--- config.mk ---
export PLATFORM = sky130hd
export DESIGN_NAME = if_id_ctrl
export DESIGN_NICKNAME = d
export VERILOG_FILES = /design/src/rtl/if_id_ctrl_pkg.sv /design/src/rtl/if_id_ctrl_load_use_detect.sv /design/src/rtl/if_id_ctrl.sv
export SDC_FILE = /design/constraint.sdc
export NUM_CORES = 1
export LEC_CHECK = 0
export CAP_MARGIN = 30
export CORE_UTILIZATION = 42
export DETAILED_ROUTE_END_ITERATION = 10
export GPL_TIMING_DRIVEN = 0
export PLACE_DENSITY = 0.89
export SYNTH_ARGS = -nofsm -noshare
export SYNTH_HDL_FRONTEND = slang
export SYNTH_SLANG_ARGS = --single-unit
--- constraint.sdc ---
create_clock -name clk -period 7 [get_ports clk]
set_clock_uncertainty 0.05 [all_clocks]
set_input_delay 1.4 -clock clk [delete_from_list [all_inputs] [get_ports clk]]
set_output_delay 1.4 -clock clk [all_outputs]
set_load 0.01 [all_outputs]
--- src/rtl/if_id_ctrl_pkg.sv ---
// Shared constants and types for the IF/ID controller: opcodes, special
// instruction encodings and the controller state type.
package if_id_ctrl_pkg;

    localparam logic [6:0] OPC_LUI    = 7'b0110111;
    localparam logic [6:0] OPC_AUIPC  = 7'b0010111;
    localparam logic [6:0] OPC_JAL    = 7'b1101111;
    localparam logic [6:0] OPC_BRANCH = 7'b1100011;
    localparam logic [6:0] OPC_STORE  = 7'b0100011;
    localparam logic [6:0] OPC_OP     = 7'b0110011;

    localparam logic [31:0] NOP_INST    = 32'h00000013;
    localparam logic [31:0] ECALL_INST  = 32'h00000073;
    localparam logic [31:0] EBREAK_INST = 32'h00100073;

    typedef enum logic [1:0] {
        ST_START,
        ST_RUN,
        ST_HALT
    } state_t;

    function automatic logic is_halt_inst(input logic [31:0] inst);
        return (inst == ECALL_INST) || (inst == EBREAK_INST);
    endfunction

endpackage

--- src/rtl/if_id_ctrl_load_use_detect.sv ---
// Combinational load-use hazard detector: flags an ID instruction that reads
// the destination of a load currently in EX.
module load_use_detect
    import if_id_ctrl_pkg::*;
(
    input  logic [31:0] id_inst,
    input  logic        id_valid,
    input  logic        ex_mem_read,
    input  logic [4:0]  ex_rd,
    output logic        hazard
);

    logic [6:0] opcode;
    logic       use_rs1;
    logic       use_rs2;
    logic       rs1_hit;
    logic       rs2_hit;

    always_comb begin
        opcode  = id_inst[6:0];
        use_rs1 = (opcode != OPC_LUI) && (opcode != OPC_AUIPC) && (opcode != OPC_JAL);
        use_rs2 = (opcode == OPC_BRANCH) || (opcode == OPC_STORE) || (opcode == OPC_OP);
        rs1_hit = use_rs1 && (ex_rd == id_inst[19:15]);
        rs2_hit = use_rs2 && (ex_rd == id_inst[24:20]);
        hazard  = id_valid && ex_mem_read && (ex_rd != 5'd0) && (rs1_hit || rs2_hit);
    end

endmodule

--- src/rtl/if_id_ctrl.sv ---
// Fetch-side controller: sequences reset vector load, load-use stalls,
// taken-branch squash and ECALL/EBREAK halt, and owns the IF/ID register.
module if_id_ctrl
    import if_id_ctrl_pkg::*;
#(
    parameter int unsigned           addr_width = 32,
    parameter int unsigned           word_width = 32,
    parameter logic [addr_width-1:0] RESET_VEC  = '0
)
(
    input  logic                  clk,
    input  logic                  rst,
    input  logic [word_width-1:0] if_inst,
    input  logic [addr_width-1:0] if_pc,
    input  logic                  ex_bch_taken,
    input  logic [addr_width-1:0] ex_bch_tgt,
    input  logic                  ex_mem_read,
    input  logic [4:0]            ex_rd,
    output logic                  pc_en,
    output logic                  stall_en,
    output logic                  jmp_bch_en,
    output logic [addr_width-1:0] jmp_bch_tgt,
    output logic [word_width-1:0] id_inst,
    output logic [addr_width-1:0] id_pc,
    output logic                  id_valid,
    output logic                  id_bubble,
    output logic                  halted,
    output logic [15:0]           stall_cnt
);

    state_t state;
    state_t state_nxt;
    logic   hazard;
    logic   load_nop;
    logic   advance;

    load_use_detect u_load_use_detect (
        .id_inst     (id_inst),
        .id_valid    (id_valid),
        .ex_mem_read (ex_mem_read),
        .ex_rd       (ex_rd),
        .hazard      (hazard)
    );

    // load_nop squashes IF/ID; advance captures the fetched instruction;
    // neither set means IF/ID holds (load-use stall).
    always_comb begin
        pc_en       = 1'b0;
        stall_en    = 1'b0;
        jmp_bch_en  = 1'b0;
        jmp_bch_tgt = '0;
        id_bubble   = 1'b0;
        load_nop    = 1'b0;
        advance     = 1'b0;
        state_nxt   = state;
        case (state)
            ST_START: begin
                pc_en       = 1'b1;
                jmp_bch_en  = 1'b1;
                jmp_bch_tgt = RESET_VEC;
                stall_en    = 1'b1;
                id_bubble   = 1'b1;
                load_nop    = 1'b1;
                state_nxt   = ST_RUN;
            end
            ST_RUN: begin
                if (ex_bch_taken) begin
                    pc_en       = 1'b1;
                    jmp_bch_en  = 1'b1;
                    jmp_bch_tgt = ex_bch_tgt;
                    stall_en    = 1'b1;
                    id_bubble   = 1'b1;
                    load_nop    = 1'b1;
                end else if (hazard) begin
                    id_bubble = 1'b1;
                end else if (id_valid && is_halt_inst(id_inst)) begin
                    stall_en  = 1'b1;
                    load_nop  = 1'b1;
                    state_nxt = ST_HALT;
                end else begin
                    pc_en   = 1'b1;
                    advance = 1'b1;
                end
            end
            ST_HALT: begin
                stall_en = 1'b1;
                load_nop = 1'b1;
            end
            default: begin
                state_nxt = ST_START;
            end
        endcase
    end

    assign halted = (state == ST_HALT);

    always_ff @(posedge clk) begin
        if (rst) begin
            state     <= ST_START;
            id_inst   <= NOP_INST;
            id_pc     <= '0;
            id_valid  <= 1'b0;
            stall_cnt <= '0;
        end else begin
            state <= state_nxt;
            if (load_nop) begin
                id_inst  <= NOP_INST;
                id_valid <= 1'b0;
            end else if (advance) begin
                id_inst  <= if_inst;
                id_pc    <= if_pc;
                id_valid <= 1'b1;
            end
            if ((state == ST_RUN) && id_bubble && (stall_cnt != '1))
                stall_cnt <= stall_cnt + 16'd1;
        end
    end

endmodule

# Word-level counts from Yosys, hierarchy flattened
# Cells that the tools add are included.
op_classes:
  bitwise: 2
  add_sub_neg: 1
  n_eq_ne: 16
  mux: 21
  n_reduce_logical: 20
ops:
  columns: ["operator", "n"]
  rows:
  - ["32-bit 2-to-1 mux", 2]
  - ["32-bit by 21-bit equality test with 1-bit output (second input constant)", 1]
  - ["32-bit by 7-bit equality test with 1-bit output (second input constant)", 1]
  - ["16-bit by 1-bit adder with 16-bit output (second input constant)", 1]
  - ["16-bit != test (second input constant)", 1]
  - ["7-bit by 6-bit equality test with 1-bit output (second input constant)", 2]
  - ["1-bit 2-to-1 mux", 11]
  - ["5-bit equality test", 2]
  - ["1-bit logical AND", 10]
  - ["1-bit case mux with 2 select lines", 4]
  - ["7-bit equality test (second input constant)", 1]
  - ["7-bit by 5-bit != test with 1-bit output (second input constant)", 1]
  - ["7-bit by 6-bit != test with 1-bit output (second input constant)", 1]
  - ["7-bit != test (second input constant)", 1]
  - ["2-bit 2-to-1 mux", 3]
  - ["2-bit != test (second input constant)", 3]
  - ["2-bit case mux with 3 select lines", 1]
  - ["5-bit nonzero test", 1]
  - ["1-bit logical OR", 4]
  - ["4-bit AND reduction", 1]
  - ["2-bit OR reduction", 2]
  - ["2-bit by 1-bit equality test with 1-bit output (second input constant)", 1]
  - ["2-bit equality test (second input constant)", 1]
  - ["2-bit logical NOT", 1]
  - ["2 further kinds", 3]
word_totals:
  out_inout_bits: 118
  regBits: 83
  in_bits: 105

# Depth between registers and ports, before layout
logic_depth:
  depth_word: 11
  mapped_depth: 8
  mapped_depth_nobuf: 6

# Cells and area by module
# A second synthesis with hierarchy kept.
hier_totals:
  hier_cells: 423
  area_unflattened_um2: 3783.6
modules_own_cells:
  columns: ["module", "n_inst", "area_per_inst_um2", "cells_per_inst"]
  rows:
  - ["if_id_ctrl", 1, 3611.0, 401]
  - ["load_use_detect", 1, 172.7, 22]

# Worst setup path before layout
# No wires, ideal clock.
synth_timing:
  path_type: "input port to output port"
  start: "in ex_rd[0]"
  end: "out pc_en"
  setup_slack_ns: 2.556
  n_path_buf: 2
  arrival_ns: 2.994
  required_time_ns: 5.550
  cell_stages: 8
  cell_sequence: "or4_1 nor2_1 nor4_1 a21o_1 clkbuf_1 clkbuf_1 o21a_1 nor2_1"
synth_between:
  elab_chain_len: 7
  word_cells_on_any_way: 11
  classes_between: "eq/ne: 2; mux: 3; reduce/logical: 6"
synth_rtl:
  columns: ["element", "line_no", "source"]
  rows:
  - ["start, declared", "if_id_ctrl.sv:18", "input logic [4:0] ex_rd,"]
  - ["5-bit equality test, on equally long branches", "if_id_ctrl_load_use_detect.sv:23, if_id_ctrl_load_use_detect.sv:24", null]
  - ["1-bit logical AND, on equally long branches", "if_id_ctrl_load_use_detect.sv:23, if_id_ctrl_load_use_detect.sv:24", null]
  - ["1-bit logical OR", "if_id_ctrl_load_use_detect.sv:25", "hazard = id_valid && ex_mem_read && (ex_rd != 5'd0) && (rs1_hit || rs2_hit);"]
  - ["1-bit logical AND (*)", "if_id_ctrl_load_use_detect.sv:25", null]
  - ["1-bit 2-to-1 mux (*)", "if_id_ctrl.sv:74", "end else if (hazard) begin"]
  - ["1-bit 2-to-1 mux (*)", "if_id_ctrl.sv:67", "if (ex_bch_taken) begin"]
  - ["1-bit case mux with 2 select lines (*)", "if_id_ctrl.sv:56", "case (state)"]
  - ["end, declared", "if_id_ctrl.sv:19", "output logic pc_en,"]
# Mark *: on every way between the ends. The rest lies on a longest branch, timed or not.

# Worst setup path in the final report
layout_timing:
  start: "in ex_rd[4]"
  end: "out pc_en"
# The elaborated chain is that of the path after synthesis.

==> impl_metrics.tcl <==
set metrics [dict create \
    status "completed" \
    row_count 34 \
    period_share_pct 85.0 \
    synthCells 489 \
    dieArea_sq_mm 0.00978 \
    antenna_found_initial 0 \
    grt.overflow.total 0 \
    setup_tns_ps 0 \
    p_per_area_mw_per_mm2 163 \
    synth_area_sq_mm 0.00394 \
    cts_buffer_depth 2 \
    maxSlewHeadroom_pct 49.7 \
    h-tree-depth 3 \
    vdd_drop_max_mv 0.124 \
    synth_fa_ha_area_share_pct 0.317 \
    regArea_sq_mm 0.00166 \
    cts_sinks 83 \
    worstPathCellList "clkdlybuf4s50_1 -> xnor2_1 -> nand4_1 -> nor4_1 -> a21o_1 -> clkbuf_1 -> clkbuf_1 -> o21a_1 -> nor2_1 -> clkdlybuf4s50_1" \
    final_core_util_pct 73.4 \
    crit_slowest_cell "clkdlybuf4s50_1" \
    max_freq_mhz 168 \
    ys_warn_count 0 \
    placed_area_sq_mm 0.00630 \
    dr.pass1.iters 5 \
    critPathBufInv 4 \
    cp_slowest_stage_delay_ps 560 \
    critPathKind "input pin to output pin" \
    drive_above_1_share_pct 6.04 \
    wl_um 14300 \
    dp_slack_ps 1110 \
    synth_top_cell_area_share_pct 42.2 \
    vias_per_cell 5.75 \
    synth_top_family_by_area "simple AND/OR/NAND/NOR gates" \
    root_buffer "clkbuf_8" \
    dr.first_iter.drc_count 273 \
    crit_arrival_ps 4500 \
    ys_types 42 \
    grt_pass1_wl_um 22700 \
    fin_crit_ps 5950 \
    cap_viol_max_count 0 \
    place_congestion 0.888 \
    ctsResizeCount 0 \
    routedWlPerCell_um 17.1 \
    synth_most_common_cell "dfxtp_1" \
    grt_max_degree 16 \
    ios 223 \
    synth.avg_cell_area_sq_um 8.06 \
    dp_hpwl_um 11000 \
    whs_ps 429 \
    crit_family "buffers and inverters" \
    die_height_um 98.9 \
    start_kind "input pin" \
    clock_latency_ps 360 \
    synth_mux_area_share_pct 0.286 \
    core_area_sq_mm 0.00889 \
    synth_edf_count 0 \
    ys_top_cells_by_count "dfxtp_1 (83), nand3_1 (78), a21oi_1 (68)" \
    path_clk_slew_ps 90 \
    die_x_um 98.9 \
    final.setup.worst_slack_ps 1050 \
    slew_violations 0 \
    ys_seq_elements 83 \
    yosys.area_share.simple_pct 26.5 \
    tightest_slew_ps 748 \
    drc 0 \
    area_delta_synth_final_pct 65.7 \
    rsz0062_at_grt "no" \
    synth_xor_area_share_pct 2.22 \
    dr_total_vias 4808 \
    multi_input_area_sq_mm 0.00206 \
    nFillCells 676 \
    io_buffers 221 \
    grt_pass1_vias 4608 \
    synth-compound-area-share_pct 23.0 \
    ys_seq_area_share_pct 42.2 \
    synth_flop_cell "dfxtp_1" \
    grtUsageTotal_pct 29.0 \
    ys_top_cells_by_area "dfxtp_1 (42%), nand3_1 (9.9%), a21oi_1 (8.6%), o21ai_0 (6.7%), and3_1 (5.9%)" \
    drtAntennaViolNets 0 \
    synth_nets 595 \
    cts-hold-fix-buffers 0 \
    post_cts_buffers 0 \
    cp-end-kind "output pin" \
    required_ps 5550 \
    cp_max_fo 10 \
    finalHoldViolCount 0 \
    diodes 0 \
    synth_largest_area_cell "dfxtp_1" \
    leakage_nw 2.29 \
    stdcell_area_sq_mm 0.00653 \
    initial_core_util_pct 44.3 \
    cts_tree "done" \
    hold_class "register to register" \
    cts_buffers 9 \
    setup_violations 0 \
    synth-async-reset-ratio_pct 0 \
    layout.nets 829 \
]
## cell type report
class                      count  area share (%)
multi-input combinational    358            31.6
timing repair buffer         223            34.1
clock inverter                 7            1.55
buffer                        47            3.26
inverter                       1          0.0575
clock buffer                   9            1.90
tap                          108            2.07
sequential                    83            25.5
## final timing paths
check | from | end | slack [ps] | depth (start not counted)
min reg2reg | id_pc[23] | id_pc[23] | 430 | 2
max reg2reg | id_valid | id_pc[10] | 4130 | 8
max | ex_rd[4] | pc_en | 1050 | 10
min | id_pc[23] | id_pc[23] | 430 | 2
## sequential cells by signal (all words and copies together), names as in the netlist
signal and cells:
id_inst 32, id_pc 32, id_valid 1, stall_cnt 16
state 2
## layer usage
| metal | vias to the layer above | global-route usage, % | wire, um |
|---|---|---|---|
| met3 | 34 | 7.09 | 1210 |
| met4 | 0 | 11.5 | 337 |
| met1 | 2230 | 31.7 | 5290 |
| met2 | 266 | 53.5 | 7480 |
| met5 | - | 0 | 0 |
| li1 | 2278 | - | - |
## where the power goes
group / switching (mW) / internal (mW) / total [mW]
clock: 0.189 / 0.203 / 0.392
combinational: 0.0757 / 0.106 / 0.182
sequential: 0.00795 / 0.483 / 0.491
## cell families (layout without fill, tap and decap cells)
family	Yosys count	count (layout)
compound gates	163	163
mux	1	1
simple gates	183	183
xor+xnor	10	10
flops	83	83
fa+ha+maj	1	1
buf+inv	48	287
## metrics by stage
step | power, mW | std cells
after floorplan | 0.566 | 489
after global placement | 0.677 | 818
after detailed placement | 0.682 | 820
after CTS | 1.07 | 836
after global routing | 1.10 | 836
final | 1.07 | 836
## worst register-to-register path, delay by kind of cell, from the launching register on
kind            cells  cell delay (ps)
flops               1              420
buf+inv             2              450
compound gates      1               80
simple gates        5             1760
## placed cells by master (no fill, tap or decap), types with 3 or more instances in the layout
| cell | count |
|---|---|
| clkdlybuf4s50_1 | 221 |
| dfxtp_1 | 83 |
| nand3_1 | 78 |
| a21oi_1 | 68 |
| o21ai_0 | 53 |
| clkbuf_1 | 37 |
| and3_1 | 37 |
| o21ai_1 | 16 |
| or4_1 | 13 |
| nor2_1 | 12 |
| o31ai_1 | 10 |
| a21oi_2 | 10 |
| clkbuf_8 | 9 |
| xnor2_1 | 8 |
| nand2_1 | 7 |
| nor4_1 | 6 |
| nand4_1 | 6 |
| nor2b_1 | 5 |
| buf_4 | 5 |
| buf_2 | 4 |
| and4_1 | 3 |
| or3_1 | 3 |
No activity file was read; power rests on OpenSTA's default activity.
